`src/rtl/jteeprom_pkg.sv`:
```
// jteeprom_pkg: shared encodings for the 93C46 host and its helpers.
// Latency: n/a (constants, types and pure functions only).
// Backpressure: n/a.
// Contents: host command op codes, 2-bit device opcodes, extended
// sub-codes, frame lengths, latched-command struct, frame builder.
package jteeprom_pkg;

  // Host-side command encodings (cmd_op)
  localparam logic [2:0] OP_READ  = 3'd0;
  localparam logic [2:0] OP_WRITE = 3'd1;
  localparam logic [2:0] OP_ERASE = 3'd2;
  localparam logic [2:0] OP_EWEN  = 3'd3;
  localparam logic [2:0] OP_EWDS  = 3'd4;
  localparam logic [2:0] OP_ERAL  = 3'd5;
  localparam logic [2:0] OP_WRAL  = 3'd6;
  localparam logic [2:0] OP_ILL   = 3'd7;

  // Device opcodes sent after the start bit
  localparam logic [1:0] DEV_READ  = 2'b10;
  localparam logic [1:0] DEV_WRITE = 2'b01;
  localparam logic [1:0] DEV_ERASE = 2'b11;
  localparam logic [1:0] DEV_EXT   = 2'b00;

  // Extended-op sub-codes carried in the top two address bits
  localparam logic [1:0] SUB_EWEN = 2'b11;
  localparam logic [1:0] SUB_EWDS = 2'b00;
  localparam logic [1:0] SUB_ERAL = 2'b10;
  localparam logic [1:0] SUB_WRAL = 2'b01;

  localparam logic [4:0] FRAME_SHORT = 5'd9;
  localparam logic [4:0] FRAME_LONG  = 5'd25;

  typedef struct packed {
    logic [2:0]  op;
    logic [5:0]  addr;
    logic [15:0] wdata;
  } cmd_t;

  // Ops that program the array and therefore need a ready poll
  function automatic logic is_prog(input logic [2:0] op);
    return (op == OP_WRITE) || (op == OP_ERASE) ||
           (op == OP_ERAL)  || (op == OP_WRAL);
  endfunction

  function automatic logic [4:0] frame_len(input logic [2:0] op);
    return ((op == OP_WRITE) || (op == OP_WRAL)) ? FRAME_LONG : FRAME_SHORT;
  endfunction

  // Full frame left-justified: start, opcode, address, data.
  // Short frames simply stop after the first 9 bits.
  function automatic logic [24:0] frame_word(input cmd_t c);
    logic [1:0]  dop;
    logic [5:0]  fa;
    logic [15:0] fd;
    dop = DEV_EXT;
    fa  = c.addr;
    fd  = '0;
    case (c.op)
      OP_READ:  dop = DEV_READ;
      OP_WRITE: begin dop = DEV_WRITE; fd = c.wdata; end
      OP_ERASE: dop = DEV_ERASE;
      OP_EWEN:  fa = {SUB_EWEN, 4'b0000};
      OP_EWDS:  fa = {SUB_EWDS, 4'b0000};
      OP_ERAL:  fa = {SUB_ERAL, 4'b0000};
      OP_WRAL:  begin fa = {SUB_WRAL, 4'b0000}; fd = c.wdata; end
      default:  ;
    endcase
    return {1'b1, dop, fa, fd};
  endfunction

endpackage

```
`src/rtl/jt9346_sclk_gen.sv`:
```
// jt9346_sclk_gen: DIV-clk half-period divider producing the serial clock.
// Latency: first sclk rise DIV clk after en goes high; strobes are combinational.
// Backpressure: none; runs whenever en is high, clears when en is low.
// Ports: en (run), pulse (1 = toggle sclk, 0 = hold low and act as a
// DIV timer), sclk, rise (first clk of high phase), sample / bit_done
// (last clk of high phase), half_done (last clk of any half-period).
module jt9346_sclk_gen #(
  parameter int DIV = 4
) (
  input  logic clk,
  input  logic rst,
  input  logic en,
  input  logic pulse,
  output logic sclk,
  output logic rise,
  output logic sample,
  output logic bit_done,
  output logic half_done
);

  localparam int CW = $clog2(DIV) + 1;

  logic [CW-1:0] cnt;
  logic          last;

  assign last = (cnt == CW'(DIV - 1));

  always_ff @(posedge clk or posedge rst) begin
    if (rst) begin
      cnt  <= '0;
      sclk <= 1'b0;
    end else if (!en) begin
      cnt  <= '0;
      sclk <= 1'b0;
    end else begin
      cnt <= last ? '0 : cnt + 1'b1;
      // With pulse low the phase never leaves "low", so the counter
      // doubles as a plain DIV-clk timer for cs setup/gap intervals.
      if (last) sclk <= pulse & ~sclk;
    end
  end

  assign rise      = en & sclk & (cnt == '0);
  assign sample    = en & sclk & last;
  assign bit_done  = sample;
  assign half_done = en & last;

endmodule

```
`src/rtl/jt9346_host.sv`:
```
// jt9346_host: single-command master for a 93C46-style 3-wire EEPROM.
// Latency: 1 clk for illegal ops; otherwise frame + read/gap + poll time.
// Backpressure: cmd_ready high only in IDLE; one command in flight.
// Ports: cmd_valid/cmd_ready/cmd_op/cmd_addr/cmd_wdata (request),
// rsp_valid/rsp_rdata/rsp_err (one-clk response), busy, and the
// EEPROM bus cs/sclk/di/do_in.
module jt9346_host
  import jteeprom_pkg::*;
#(
  parameter int DIV     = 4,
  parameter int TIMEOUT = 4096
) (
  input  logic        clk,
  input  logic        rst,
  input  logic        cmd_valid,
  output logic        cmd_ready,
  input  logic [2:0]  cmd_op,
  input  logic [5:0]  cmd_addr,
  input  logic [15:0] cmd_wdata,
  output logic        rsp_valid,
  output logic [15:0] rsp_rdata,
  output logic        rsp_err,
  output logic        busy,
  output logic        cs,
  output logic        sclk,
  output logic        di,
  input  logic        do_in
);

  localparam int TW = $clog2(TIMEOUT + 1);

  localparam logic [2:0] S_IDLE  = 3'd0;
  localparam logic [2:0] S_LOAD  = 3'd1;
  localparam logic [2:0] S_SHIFT = 3'd2;
  localparam logic [2:0] S_RDATA = 3'd3;
  localparam logic [2:0] S_CSGAP = 3'd4;
  localparam logic [2:0] S_POLL  = 3'd5;
  localparam logic [2:0] S_DONE  = 3'd6;

  logic [2:0]    state;
  cmd_t          cmd;
  logic [23:0]   sreg;     // bits still to send after the one on di
  logic [4:0]    bcnt;     // rises remaining in this frame section
  logic [15:0]   rd_sh;
  logic          gap_ph;   // 0: sclk-low hold with cs high, 1: cs low
  logic          pwait;    // poll setup interval before sampling
  logic [TW-1:0] tcnt;

  logic gen_en, gen_pulse;
  logic rise, sample, bit_done, half_done;
  logic [24:0] fw;

  assign gen_pulse = (state == S_SHIFT) || (state == S_RDATA);
  assign gen_en    = gen_pulse || (state == S_CSGAP) ||
                     ((state == S_POLL) && pwait);
  assign fw        = frame_word(cmd);

  jt9346_sclk_gen #(.DIV(DIV)) u_sclk (
    .clk       (clk),
    .rst       (rst),
    .en        (gen_en),
    .pulse     (gen_pulse),
    .sclk      (sclk),
    .rise      (rise),
    .sample    (sample),
    .bit_done  (bit_done),
    .half_done (half_done)
  );

  always_ff @(posedge clk or posedge rst) begin
    if (rst) begin
      state     <= S_IDLE;
      cmd       <= '0;
      sreg      <= '0;
      bcnt      <= '0;
      rd_sh     <= '0;
      gap_ph    <= 1'b0;
      pwait     <= 1'b0;
      tcnt      <= '0;
      cs        <= 1'b0;
      di        <= 1'b0;
      busy      <= 1'b0;
      cmd_ready <= 1'b0;
      rsp_valid <= 1'b0;
      rsp_err   <= 1'b0;
      rsp_rdata <= '0;
    end else begin
      rsp_valid <= 1'b0;
      rsp_err   <= 1'b0;
      cmd_ready <= 1'b0;
      case (state)
        S_IDLE: begin
          cmd_ready <= 1'b1;
          if (cmd_valid && cmd_ready) begin
            cmd       <= '{op: cmd_op, addr: cmd_addr, wdata: cmd_wdata};
            cmd_ready <= 1'b0;
            if (cmd_op == OP_ILL) begin
              rsp_valid <= 1'b1;
              rsp_err   <= 1'b1;
              state     <= S_DONE;
            end else begin
              busy  <= 1'b1;
              state <= S_LOAD;
            end
          end
        end
        S_LOAD: begin
          di    <= fw[24];
          sreg  <= fw[23:0];
          bcnt  <= frame_len(cmd.op);
          cs    <= 1'b1;
          state <= S_SHIFT;
        end
        S_SHIFT: begin
          if (rise) bcnt <= bcnt - 1'b1;
          if (bit_done) begin
            if (bcnt == '0) begin
              di <= 1'b0;
              if (cmd.op == OP_READ) begin
                bcnt  <= 5'd16;
                state <= S_RDATA;
              end else begin
                gap_ph <= 1'b0;
                state  <= S_CSGAP;
              end
            end else begin
              di   <= sreg[23];
              sreg <= {sreg[22:0], 1'b0};
            end
          end
        end
        S_RDATA: begin
          if (rise)   bcnt  <= bcnt - 1'b1;
          if (sample) rd_sh <= {rd_sh[14:0], do_in};
          if (bit_done && (bcnt == '0)) begin
            gap_ph <= 1'b0;
            state  <= S_CSGAP;
          end
        end
        S_CSGAP: begin
          if (half_done) begin
            if (!gap_ph) begin
              cs     <= 1'b0;
              gap_ph <= 1'b1;
            end else if (is_prog(cmd.op)) begin
              cs    <= 1'b1;
              pwait <= 1'b1;
              tcnt  <= '0;
              state <= S_POLL;
            end else begin
              rsp_valid <= 1'b1;
              busy      <= 1'b0;
              if (cmd.op == OP_READ) rsp_rdata <= rd_sh;
              state <= S_DONE;
            end
          end
        end
        S_POLL: begin
          if (pwait) begin
            if (half_done) pwait <= 1'b0;
          end else if (do_in || (tcnt == TW'(TIMEOUT - 1))) begin
            // A sample of 1 on the final allowed clk still counts as ready
            cs        <= 1'b0;
            rsp_valid <= 1'b1;
            rsp_err   <= ~do_in;
            busy      <= 1'b0;
            state     <= S_DONE;
          end else begin
            tcnt <= tcnt + 1'b1;
          end
        end
        S_DONE: begin
          cmd_ready <= 1'b1;
          state     <= S_IDLE;
        end
        default: state <= S_IDLE;
      endcase
    end
  end

endmodule

```
`config.mk`:
```
export PLATFORM = sky130hd
export DESIGN_NAME = jt9346_host
export DESIGN_NICKNAME = d
export VERILOG_FILES = /design/src/rtl/jteeprom_pkg.sv /design/src/rtl/jt9346_sclk_gen.sv /design/src/rtl/jt9346_host.sv
export SDC_FILE = /design/constraint.sdc
export NUM_CORES = 1
export LEC_CHECK = 0
export ABC_CLOCK_PERIOD_IN_PS = 4600
export CAP_MARGIN = 5
export CORE_ASPECT_RATIO = 0.8
export CORE_MARGIN = 1.5
export CORE_UTILIZATION = 35
export CTS_CLUSTER_SIZE = 12
export DETAILED_ROUTE_END_ITERATION = 12
export GPL_TIMING_DRIVEN = 1
export PLACE_DENSITY = 0.54
export RECOVER_POWER = 100
export SLEW_MARGIN = 20
export SYNTH_ARGS = -nofsm -noshare
export SYNTH_HDL_FRONTEND = slang
export SYNTH_HIERARCHICAL = 1
export SYNTH_SLANG_ARGS = --single-unit
```
`constraint.sdc`:
```
create_clock -name clk -period 4.6 [get_ports clk]
set_input_delay 0.69 -clock clk [delete_from_list [all_inputs] [get_ports clk]]
set_output_delay 0.69 -clock clk [all_outputs]
set_load 0.01 [all_outputs]
```
; ---- Yosys cells after proc, flatten, opt, wreduce, memory -nomap -nowiden
; Index checks and enable logic that the tools add are counted.
[classes]
n_addsub = 3
n_mul = 0
div = 0
order_cmp = 0
eq_ne = 31
shifts = 0
muxes = 73
n_bitwise = 8
n_reduce_logical = 33
[ops]
columns = operator, n
row1 = 13-bit two-way mux, 5
row2 = 24-bit two-way mux, 2
row3 = 24-bit one-hot mux with 2 select lines, 1
row4 = 3-bit two-way mux, 12
row5 = 1-bit two-way mux, 33
row6 = 13-bit one-hot mux with 2 select lines, 1
row7 = 5-bit two-way mux, 5
row8 = 6-bit one-hot mux with 4 select lines, 1
row9 = 2-bit inequality test (second input constant), 11
row10 = 3-bit equality test (second input constant), 7
row11 = 3-bit one-hot mux with 6 select lines, 1
row12 = 16-bit two-way mux, 1
row13 = 8-bit AND reduction, 2
row14 = 3-bit by 2-bit equality test with 1-bit output (second input constant), 5
row15 = 5-bit one-hot mux with 3 select lines, 1
row16 = 13-bit by 1-bit adder with 13-bit output (second input constant), 1
row17 = 13-bit by 12-bit equality test with 1-bit output (second input constant), 1
row18 = 1-bit one-hot mux with 3 select lines, 4
row19 = 6-bit AND reduction, 2
row20 = 3-bit nonzero test, 4
row21 = 5-bit AND reduction, 2
row22 = 3-bit zero test, 3
row23 = 1-bit logical OR, 8
row24 = 2-bit by 1-bit inequality test with 1-bit output (second input constant), 4
row25 = other kinds (16), 31
[totals]
register_bits = 114
latchBits = 0
mem_bits_rw = 0
rom_bits = 0
inputBits = 29
out_inout_bits = 23
elab_cells = 167
memories = 0

; ---- Logic depth before layout (Yosys ltp)
; Gate-level depths: netlist of the first run.
[logic_depth]
word_depth = 11
mapped_depth = 13

; ---- Modules after synthesis
; Netlist of the first run, hierarchy kept.
[modules_own_cells]
columns = mod, n_inst, cells_each, area_each_um2, seq_area_each_um2
row1 = jt9346_host, 1, 474, 5181.2, 2752.6
row2 = jt9346_sclk_gen, 1, 22, 225.2, 100.1

; ---- Worst setup path after synthesis of the first run
; Ideal clock, no wire load.
[synth_timing]
kind = flip-flop to flip-flop
start = reg state[0]
end = reg sreg[1]
arrival_ns = 2.382
t_required_ns = 4.523
path_slack_ns = 2.141
stages_incl_launch_ff = 13
synth_period_minus_slack_ns = 2.459
path_cell_list = dfrtp_1 -> buf_2 -> nor2b_1 -> o21ai_0 -> and2b_2 -> and3_2 -> nand2_1 -> or3_1 -> a21oi_1 -> buf_2 -> buf_2 -> nor2_1 -> a21oi_1
[synth_via]
elab_chain_len = 8
[synth_lines]
columns = element, line
row1 = start: declaration, jt9346_host.sv:40  ; logic [2:0] state;
row2 = start signal: assignment, jt9346_host.sv:72  ; state <= S_IDLE;
row3 = start signal: assignment, jt9346_host.sv:100  ; state <= S_DONE;
row4 = start signal: assignment, jt9346_host.sv:103  ; state <= S_LOAD;
row5 = 3-bit by 2-bit equality test with 1-bit output, jt9346_host.sv:53  ; assign gen_pulse = (state == S_SHIFT) || (state == S_RDATA);
row6 = 1-bit logical OR, jt9346_host.sv:53
row7 = 1-bit logical OR, jt9346_host.sv:54  ; assign gen_en = gen_pulse || (state == S_CSGAP) ||
row8 = 1-bit logical OR (*), jt9346_host.sv:54
row9 = net gen_en, jt9346_host.sv:49  ; logic gen_en, gen_pulse;
row10 = 1-bit AND (*) (2 in series), jt9346_sclk_gen.sv:44  ; assign sample = en & sclk & last;
row11 = net bit_done, jt9346_host.sv:50  ; logic rise, sample, bit_done, half_done;
row12 = 2-bit inequality test (no source line) (*), -
row13 = 3-bit AND reduction (no source line) (*), -
row14 = end signal: assignment, jt9346_host.sv:109  ; sreg <= fw[23:0];
row15 = end signal: assignment, jt9346_host.sv:128  ; sreg <= {sreg[22:0], 1'b0};
row16 = end: declaration, jt9346_host.sv:42  ; logic [23:0] sreg;
; Mark *: on every way through the listed nets, which the timed path passes. The rest lies on a longest branch.
; A chain may end at the register's enable or synchronous reset.

; ---- Final worst setup path of the first run
[layout_timing]
start = reg state[2]
end = reg rsp_rdata[10]
[layout_via]
elab_chain_len = 6
[layout_lines]
columns = element, line
row1 = 3-bit by 2-bit equality test with 1-bit output, jt9346_host.sv:53
row2 = 1-bit logical OR, jt9346_host.sv:53
row3 = 1-bit logical OR, jt9346_host.sv:54
row4 = 1-bit logical OR (*), jt9346_host.sv:54
row5 = net gen_en, jt9346_host.sv:49
row6 = 1-bit AND (*), jt9346_sclk_gen.sv:46  ; assign half_done = en & last;
row7 = net half_done, jt9346_host.sv:50
row8 = 5-bit AND reduction (no source line) (*), -
row9 = end signal: assignment, jt9346_host.sv:153  ; if (cmd.op == OP_READ) rsp_rdata <= rd_sh;
row10 = end: declaration, jt9346_host.sv:21  ; output logic [15:0] rsp_rdata,
; Marked as above.

==> results of run 1 <==
## stage by stage
stage	util, %	cells
after floorplan	-	496
after global placement	40.4	734
after detailed placement	40.4	734
after CTS	44.5	766
after global routing	44.3	766
final	44.3	766
## state kept, by name, indices dropped and copies added, names as in the netlist, 3 cells and up
name and flops:
u_sclk/cnt 3, bcnt 5, tcnt 13, cmd 25
rsp_rdata 16, sreg 24, rd_sh 16, state 3
## cell usage after synthesis, drive strengths merged, types with 2 or more instances
cell | count | share of area, %
nand2b | 9 | 1.0
a22oi | 22 | 3.1
clkbuf | 8 | 0.58
o22ai | 3 | 0.46
a21oi | 40 | 3.7
nand3b | 5 | 0.69
and3b | 2 | 0.32
and2b | 2 | 0.32
xnor2 | 2 | 0.32
nor4b | 2 | 0.44
a31oi | 9 | 1.0
o21ai | 26 | 2.4
nand4 | 3 | 0.46
nor2 | 51 | 3.6
and2 | 2 | 0.30
nand2 | 23 | 1.6
nor2b | 7 | 0.81
or2 | 3 | 0.35
nor3 | 9 | 0.83
xor2 | 3 | 0.49
inv | 13 | 0.90
dfrtp | 114 | 53
or3 | 2 | 0.23
o31ai | 5 | 0.69
o41ai | 2 | 0.46
buf | 22 | 2.3
a22o | 7 | 1.1
and3 | 9 | 1.1
nand3 | 8 | 0.93
ha | 5 | 1.2
and4 | 2 | 0.39
mux2 | 59 | 12
nor4 | 2 | 0.23
## area by class of cell
cell class                      count  area (um2)  area share (%)
Clock buffer                       23         478            7.16
Clock inverter                      9         128            1.91
Inverter                           13        50.0           0.749
Multi-Input combinational cell    339        2360            35.3
Sequential cell                   114        2850            42.7
Tap cell                          210         263            3.93
Timing Repair Buffer               58         548            8.21
## power groups by stage
stage | Sequential (W) | Combinational [W] | Clock (W)
2_1_floorplan | 0.00141 | 0.000859 | 0
3_3_place_gp | 0.00154 | 0.000991 | 0
3_5_place_dp | 0.00154 | 0.00102 | 0
4_1_cts | 0.00153 | 0.00103 | 0.00136
5_1_grt | 0.00157 | 0.00114 | 0.00141
6_report | 0.00153 | 0.00101 | 0.00133
## kinds of logic (layout without fill, tap and decap cells)
group	after synthesis	in the layout	share of synthesized area (%)
fa+ha+maj	5	5	1.16
buf+inv	43	103	3.77
xor+xnor	5	5	0.810
mux	60	60	12.5
flops	114	114	52.8
simple gates	146	146	14.6
compound gates	123	123	14.4
## worst max-delay path, stage by stage (launching register included)
cell	delay [ns]
sky130_fd_sc_hd__dfrtp_1	0.57
sky130_fd_sc_hd__clkbuf_1	0.51
sky130_fd_sc_hd__nand2b_1	0.37
sky130_fd_sc_hd__o21ai_0	0.28
sky130_fd_sc_hd__and2b_2	0.28
sky130_fd_sc_hd__and2_0	0.27
sky130_fd_sc_hd__nand4_1	0.19
sky130_fd_sc_hd__or2_0	0.90
sky130_fd_sc_hd__mux2_2	0.42
## cell usage in the layout (no fill, tap or decap), drive strengths merged, types with 3 or more instances in the layout
cell type,n
or2,3
nand3b,5
nor2,51
ha,5
nand2,23
clkdlybuf4s50,27
buf,3
dfrtp,114
and3,9
bufinv,3
a22oi,22
nor3,9
clkbuf,27
mux2,59
a31oi,9
xor2,3
a22o,7
nand2b,9
o31ai,5
nand3,8
clkinv,5
o21ai,26
a21oi,40
dlygate4sd3,24
nand4,3
inv,13
o22ai,3
nor2b,7
## layer usage
| layer | global-route usage (%) | vias up |
|---|---|---|
| met4 | 5.43 | 0 |
| met1 | 21.7 | 1953 |
| li1 | - | 1888 |
| met5 | 0 | - |
| met3 | 3.35 | 10 |
| met2 | 23.7 | 90 |
## how the worst min path moves through the flow
stage	startpoint	to	slack (ns)	depth (start not counted)
floorplan	cmd[0]	sreg[0]	0.45	2
finish	rsp_rdata[0]	rsp_rdata[0]	0.49	1
global placement	rsp_rdata[2]	rsp_rdata[2]	0.47	1
detailed placement	rsp_rdata[1]	rsp_rdata[1]	0.48	1
CTS	rsp_rdata[1]	rsp_rdata[1]	0.50	1
global route	rsp_rdata[1]	rsp_rdata[1]	0.51	1
==> impl_table.tex, run 1 <==
\begin{tabular}{lr}
\hline
Metric & Value \\
\hline
\multicolumn{2}{l}{\textbf{Run status}} \\
Result of the run & finished clean \\
\multicolumn{2}{l}{\textbf{Power}} \\
Combinational power share & about a quarter \\
Peak VDD IR & 294 uV \\
Relative contribution of the clock network to total power & 34.5\% \\
Switch Pwr & around 0.0012 W \\
Power, Total & slightly below 0.004 W \\
Internal power & around 0.0026 W \\
Sequential cell fraction of total power & around two fifths \\
Power density over the cells & 580 nW/um2 \\
Switching Share & between 30\% and 40\% \\
Standby leakage power & 2.98 nW \\
\multicolumn{2}{l}{\textbf{Routing}} \\
Count of TritonRoute iterations in the first routing pass & 4 \\
Routed wire length per instance & about 15 um \\
Routed via count & 3941 \\
Avg Vias per Cell & 5.14 \\
Highest metal layer used by the detailed router & met4 \\
Met2 wire length & approximately 5300 um \\
Antenna violation net count after detailed routing & 0 \\
Number of design-rule violations left by the first detailed-router iteration & 222 \\
Wire length reported by the detailed router & about 12000 um \\
Wire length on met1 & around 5800 um \\
DRC violation count after routing & 0 \\
Met3 routed WL & roughly 420 um \\
\multicolumn{2}{l}{\textbf{Critical path}} \\
Type of the setup path with the least slack & flop to flop \\
Kind of launch point of the worst setup path & flop \\
Launch point of the worst path & state[2] \\
CP Data Arrival Time & $\sim$4.2 ns \\
Req. time, crit path & 4.87 ns \\
Biggest fanout along the worst timing path & 16 \\
RR Endpoint & rsp\_rdata[10] \\
Reg-to-reg startpoint & state[2] \\
Setup slack of the worst register-to-register path & approximately 0.69 ns \\
Crit end category & flop \\
Crit path to & rsp\_rdata[10] \\
Number of cells on the worst reg-to-reg path & 8 \\
\multicolumn{2}{l}{\textbf{Worst hold path}} \\
Worst Hold Class & flop to flop \\
\multicolumn{2}{l}{\textbf{Finish}} \\
Finished layout cell area & 6680 um2 \\
Count of nets after finishing & 577 \\
Count of antenna diodes in the layout & 0 \\
Filler Cells Inserted & between 1000 and 1500 \\
Share of layout cells above drive strength 1 & between 10\% and 20\% \\
Area delta synth->final & 23.5\% \\
\multicolumn{2}{l}{\textbf{CTS}} \\
Clock Pin Slew Worst Setup and Hold Paths & around 0.050 ns \\
CTS Root Cell & sky130\_fd\_sc\_hd\_\_clkbuf\_16 \\
Clock buffers created by TritonCTS & 17 \\
Htree depth & 4 \\
Number of sinks handled by clock tree synthesis & 114 \\
Cts repair resizes & 0 \\
Clock latency on the worst-skew pair & $\sim$0.40 ns \\
TritonCTS clock tree & built \\
CTS Hold Buffers Added & 0 \\
Clk buf depth & 2 \\
Total setup buffers inserted after CTS & 0 \\
\multicolumn{2}{l}{\textbf{STA}} \\
RSZ-0062 raised after global routing & no \\
Worst slew margin & 3.99\% \\
Maximum clock skew at final layout & 0.0153 ns \\
Maximum clock frequency & 255 MHz \\
Smallest setup slack after layout & around 0.69 ns \\
Final setup fails & 0 \\
Transition time of the tightest slew-check pin & approximately 1.4 ns \\
Accumulated negative setup slack & 0 ns \\
Final min period & slightly below 4 ns \\
Final Cycle Share & 85.1\% \\
Worst hold slack after final layout & 0.485 ns \\
Number of pins with negative max-slew slack in the final report & 0 \\
Hold violation count in the final report & 0 \\
\multicolumn{2}{l}{\textbf{Synth}} \\
Number of flops mapped to enable cells by yosys & 0 \\
Distinct cells, synth & 65 \\
Async set-or-reset flop fraction in the synthesized netlist & between 90\% and 100\% \\
Yosys warning count & 6 \\
Gate Count Post-Synth & around 500 \\
Cell Area, Synth & 5410 um2 \\
Average cell area after synthesis & 10.9 um2 \\
Seq cells post-synth & $\sim$110 \\
Total nets after synthesis & 530 \\
Sequential area share after synthesis & between 50\% and 60\% \\
Dominant synthesized flop cell & sky130\_fd\_sc\_hd\_\_dfrtp\_1 \\
\multicolumn{2}{l}{\textbf{Floorplanning}} \\
Die Area & 16200 um2 \\
Core region area & 15100 um2 \\
Initial Utilization & between 30\% and 40\% \\
Total I/O pin count & 52 \\
Number of cell rows & 40 \\
Horizontal die dimension & between 100 and 150 um \\
Height of the die & between 100 and 150 um \\
\multicolumn{2}{l}{\textbf{Global routing}} \\
Antenna violations before repair & 0 \\
Pin count of the biggest net entering global routing & 42 \\
Via count of the first global-routing pass & approximately 4000 \\
First-pass GRT wire length & 20000 um \\
GRT Util Overall & between 10\% and 20\% \\
Final global-route overflow total & 0 \\
\multicolumn{2}{l}{\textbf{Placement}} \\
Half-perimeter wire length of the detailed placement result & 7910 um \\
Final weighted congestion in routability-driven placement & roughly 0.84 \\
Area post-placement & approximately 6100 um2 \\
Post-placement setup slack & 1.11 ns \\
Port buffer count & 51 \\
\multicolumn{2}{l}{\textbf{Job}} \\
Total of max-cap violations & 0 \\
\hline
\end{tabular}
Note: power is estimated with default switching activity, not from simulation.
==> inputs of run 2 (changes only) <==
- ABC_CLOCK_PERIOD_IN_PS: 4600 -> 3300
- CORE_ASPECT_RATIO: 0.8 -> 2
- PLACE_DENSITY: 0.54 -> 0.56
- clock period: 4.6 -> 3.3 ns (I/O delays scaled with it)
==> impl_table.tex, run 2 (synthesized netlist as in run 1, its figures left out) <==
\begin{tabular}{lr}
\hline
Metric & Value \\
\hline
\multicolumn{2}{l}{\textbf{STA}} \\
RSZ-0062 raised after global routing & no \\
Number of pins with negative max-slew slack in the final report & between 100 and 150 \\
Maximum clock skew at final layout & roughly 0.0086 ns \\
Hold violation count in the final report & 0 \\
Final Cycle Share & between 80\% and 90\% \\
Worst hold slack after final layout & slightly below 0.5 ns \\
Final min period & between 2 and 3 ns \\
Transition time of the tightest slew-check pin & roughly 1.5 ns \\
Accumulated negative setup slack & 0 ns \\
Maximum clock frequency & 365 MHz \\
Final setup fails & 0 \\
Worst slew margin & -1.75\% \\
\multicolumn{2}{l}{\textbf{Global routing}} \\
First-pass GRT wire length & approximately 20000 um \\
Via count of the first global-routing pass & between 4000 and 5000 \\
Antenna violations before repair & 0 \\
Final global-route overflow total & 0 \\
Pin count of the biggest net entering global routing & between 100 and 150 \\
GRT Util Overall & between 15 and 20\% \\
\multicolumn{2}{l}{\textbf{Finish}} \\
Most common cell after layout, fill and taps aside & sky130\_fd\_sc\_hd\_\_dfrtp\_1 \\
Count of nets after finishing & slightly below 600 \\
Count of antenna diodes in the layout & 0 \\
Most flop-heavy register & cmd \\
Flip-flop count of the largest register after layout & 25 \\
Final standard cell count with taps included and fillers excluded & 758 \\
Finished layout cell area & between 6000 and 7000 um2 \\
Share of layout cells above drive strength 1 & 18.9\% \\
Area delta synth->final & 23.2\% \\
Leading registers by flop count & cmd: 25 flops, sreg: 24 flops \\
Commonest cells after routing, fill and taps aside & sky130\_fd\_sc\_hd\_\_dfrtp\_1, sky130\_fd\_sc\_hd\_\_nor2\_1, sky130\_fd\_sc\_hd\_\_mux2\_2 \\
Final Core Density & 43.8\% \\
\multicolumn{2}{l}{\textbf{CTS}} \\
Number of sinks handled by clock tree synthesis & between 100 and 150 \\
CTS Root Cell & sky130\_fd\_sc\_hd\_\_clkbuf\_16 \\
Clk buf depth & 2 \\
Htree depth & 4 \\
Clock Pin Slew Worst Setup and Hold Paths & about 0.060 ns \\
Clock latency on the worst-skew pair & between 0.4 and 0.5 ns \\
CTS Hold Buffers Added & 0 \\
TritonCTS clock tree & built \\
Total setup buffers inserted after CTS & 0 \\
Clock buffers created by TritonCTS & 17 \\
Cts repair resizes & 0 \\
\multicolumn{2}{l}{\textbf{Critical path}} \\
RR Endpoint & busy \\
Launch point of the worst path & state[2] \\
Type of the setup path with the least slack & flop to flop \\
Reg-to-reg startpoint & state[2] \\
Req. time, crit path & about 3.6 ns \\
Biggest fanout along the worst timing path & 18 \\
Kind of launch point of the worst setup path & flop \\
Dominant delay contributor by cell family on the critical path & simple AND/OR/NAND/NOR gates \\
Setup slack of the worst register-to-register path & 0.56 ns \\
CP Data Arrival Time & 3.02 ns \\
Chain of cells forming the critical path & clkbuf\_1 > nand4bb\_1 > or4\_1 > and2\_0 > o22ai\_1 > nor2\_1 \\
Number of buffer and inverter instances along the worst setup path & 1 \\
Number of cells on the worst reg-to-reg path & 6 \\
Crit end category & flop \\
Master of the slowest instance on the critical path & sky130\_fd\_sc\_hd\_\_clkbuf\_1 \\
Max stage delay on crit path & 0.61 ns \\
\multicolumn{2}{l}{\textbf{Job}} \\
Total of max-cap violations & 1 \\
\multicolumn{2}{l}{\textbf{Power}} \\
Power density over the cells & 809 nW/um2 \\
Peak VDD IR & 456 uV \\
Standby leakage power & roughly 3.0 nW \\
\multicolumn{2}{l}{\textbf{Routing}} \\
Routed via count & between 4000 and 5000 \\
Count of TritonRoute iterations in the first routing pass & 5 \\
Number of design-rule violations left by the first detailed-router iteration & 147 \\
Routed wire length per instance & approximately 16 um \\
Antenna violation net count after detailed routing & 0 \\
DRC violation count after routing & 0 \\
Wire length reported by the detailed router & about 12000 um \\
Avg Vias per Cell & about 5.3 \\
\multicolumn{2}{l}{\textbf{Worst hold path}} \\
Endpoint of the worst hold-timing path & rsp\_rdata[4] \\
WHS Path Cells & 1 \\
Worst Hold Class & flop to flop \\
Hold\_sp & rsp\_rdata[4] \\
\multicolumn{2}{l}{\textbf{Floorplanning}} \\
Horizontal die dimension & between 90 and 100 um \\
Core region area & about 15000 um2 \\
Height of the die & around 180 um \\
Die Area & between 15000 and 20000 um2 \\
Number of cell rows & 64 \\
Initial Utilization & 35.5\% \\
Total I/O pin count & between 50 and 60 \\
\multicolumn{2}{l}{\textbf{Run status}} \\
Result of the run & finished, violations left \\
Violations in the final reports & max-capacitance violations, max-slew violations \\
\multicolumn{2}{l}{\textbf{Placement}} \\
Final weighted congestion in routability-driven placement & 0.838 \\
\# placed instances & between 700 and 800 \\
Port buffer count & 51 \\
Half-perimeter wire length of the detailed placement result & around 8500 um \\
Area post-placement & 6130 um2 \\
\hline
\end{tabular}
-- run 2: power breakdown --
group / total [W] / switching (W) / leakage (nW) / internal [W]
logic: 0.00149 / 0.000827 / 1.23 / 0.000663
clock network: 0.00182 / 0.000686 / 0.287 / 0.00114
registers: 0.00208 / 0.000295 / 1.46 / 0.00178
total: 0.00539 / 0.00181 / 2.98 / 0.00358
-- run 2: layout make-up --
class	count	area [um2]
clock inverters	14	151
well taps	198	248
flip-flops and latches	114	2850
inverters	13	52.6
fillers	1483	8550
multi-input cells	339	2330
clock buffers	18	439
repair buffers	62	589
-- run 2: per-layer routing --
layer,vias up,track usage [%],routed length (um)
met5,-,0,0
met4,0,7.81,311
met3,23,3.69,345
met2,80,29.9,6950
met1,2010,15.6,4490
li1,1896,-,-
-- run 2: how the worst max path moves through the flow --
stage	to	slack [ns]	cells past startpoint
5_1_grt	tcnt[11]	0.28	9
3_3_place_gp	rsp_rdata[1]	0.75	8
6_report	busy	0.56	6
2_1_floorplan	sreg[1]	0.84	12
4_1_cts	sreg[11]	0.59	10
3_5_place_dp	sreg[18]	0.59	10
-- run 2: per-stage QoR --
| stage | setup WS, ns | total power (W) |
|---|---|---|
| finish | 0.562 | 0.00539 |
| global route | 0.284 | 0.00574 |
| CTS | 0.594 | 0.00549 |
| detailed placement | 0.589 | 0.00363 |
| global placement | 0.746 | 0.00356 |
| floorplan | 0.841 | 0.00317 |
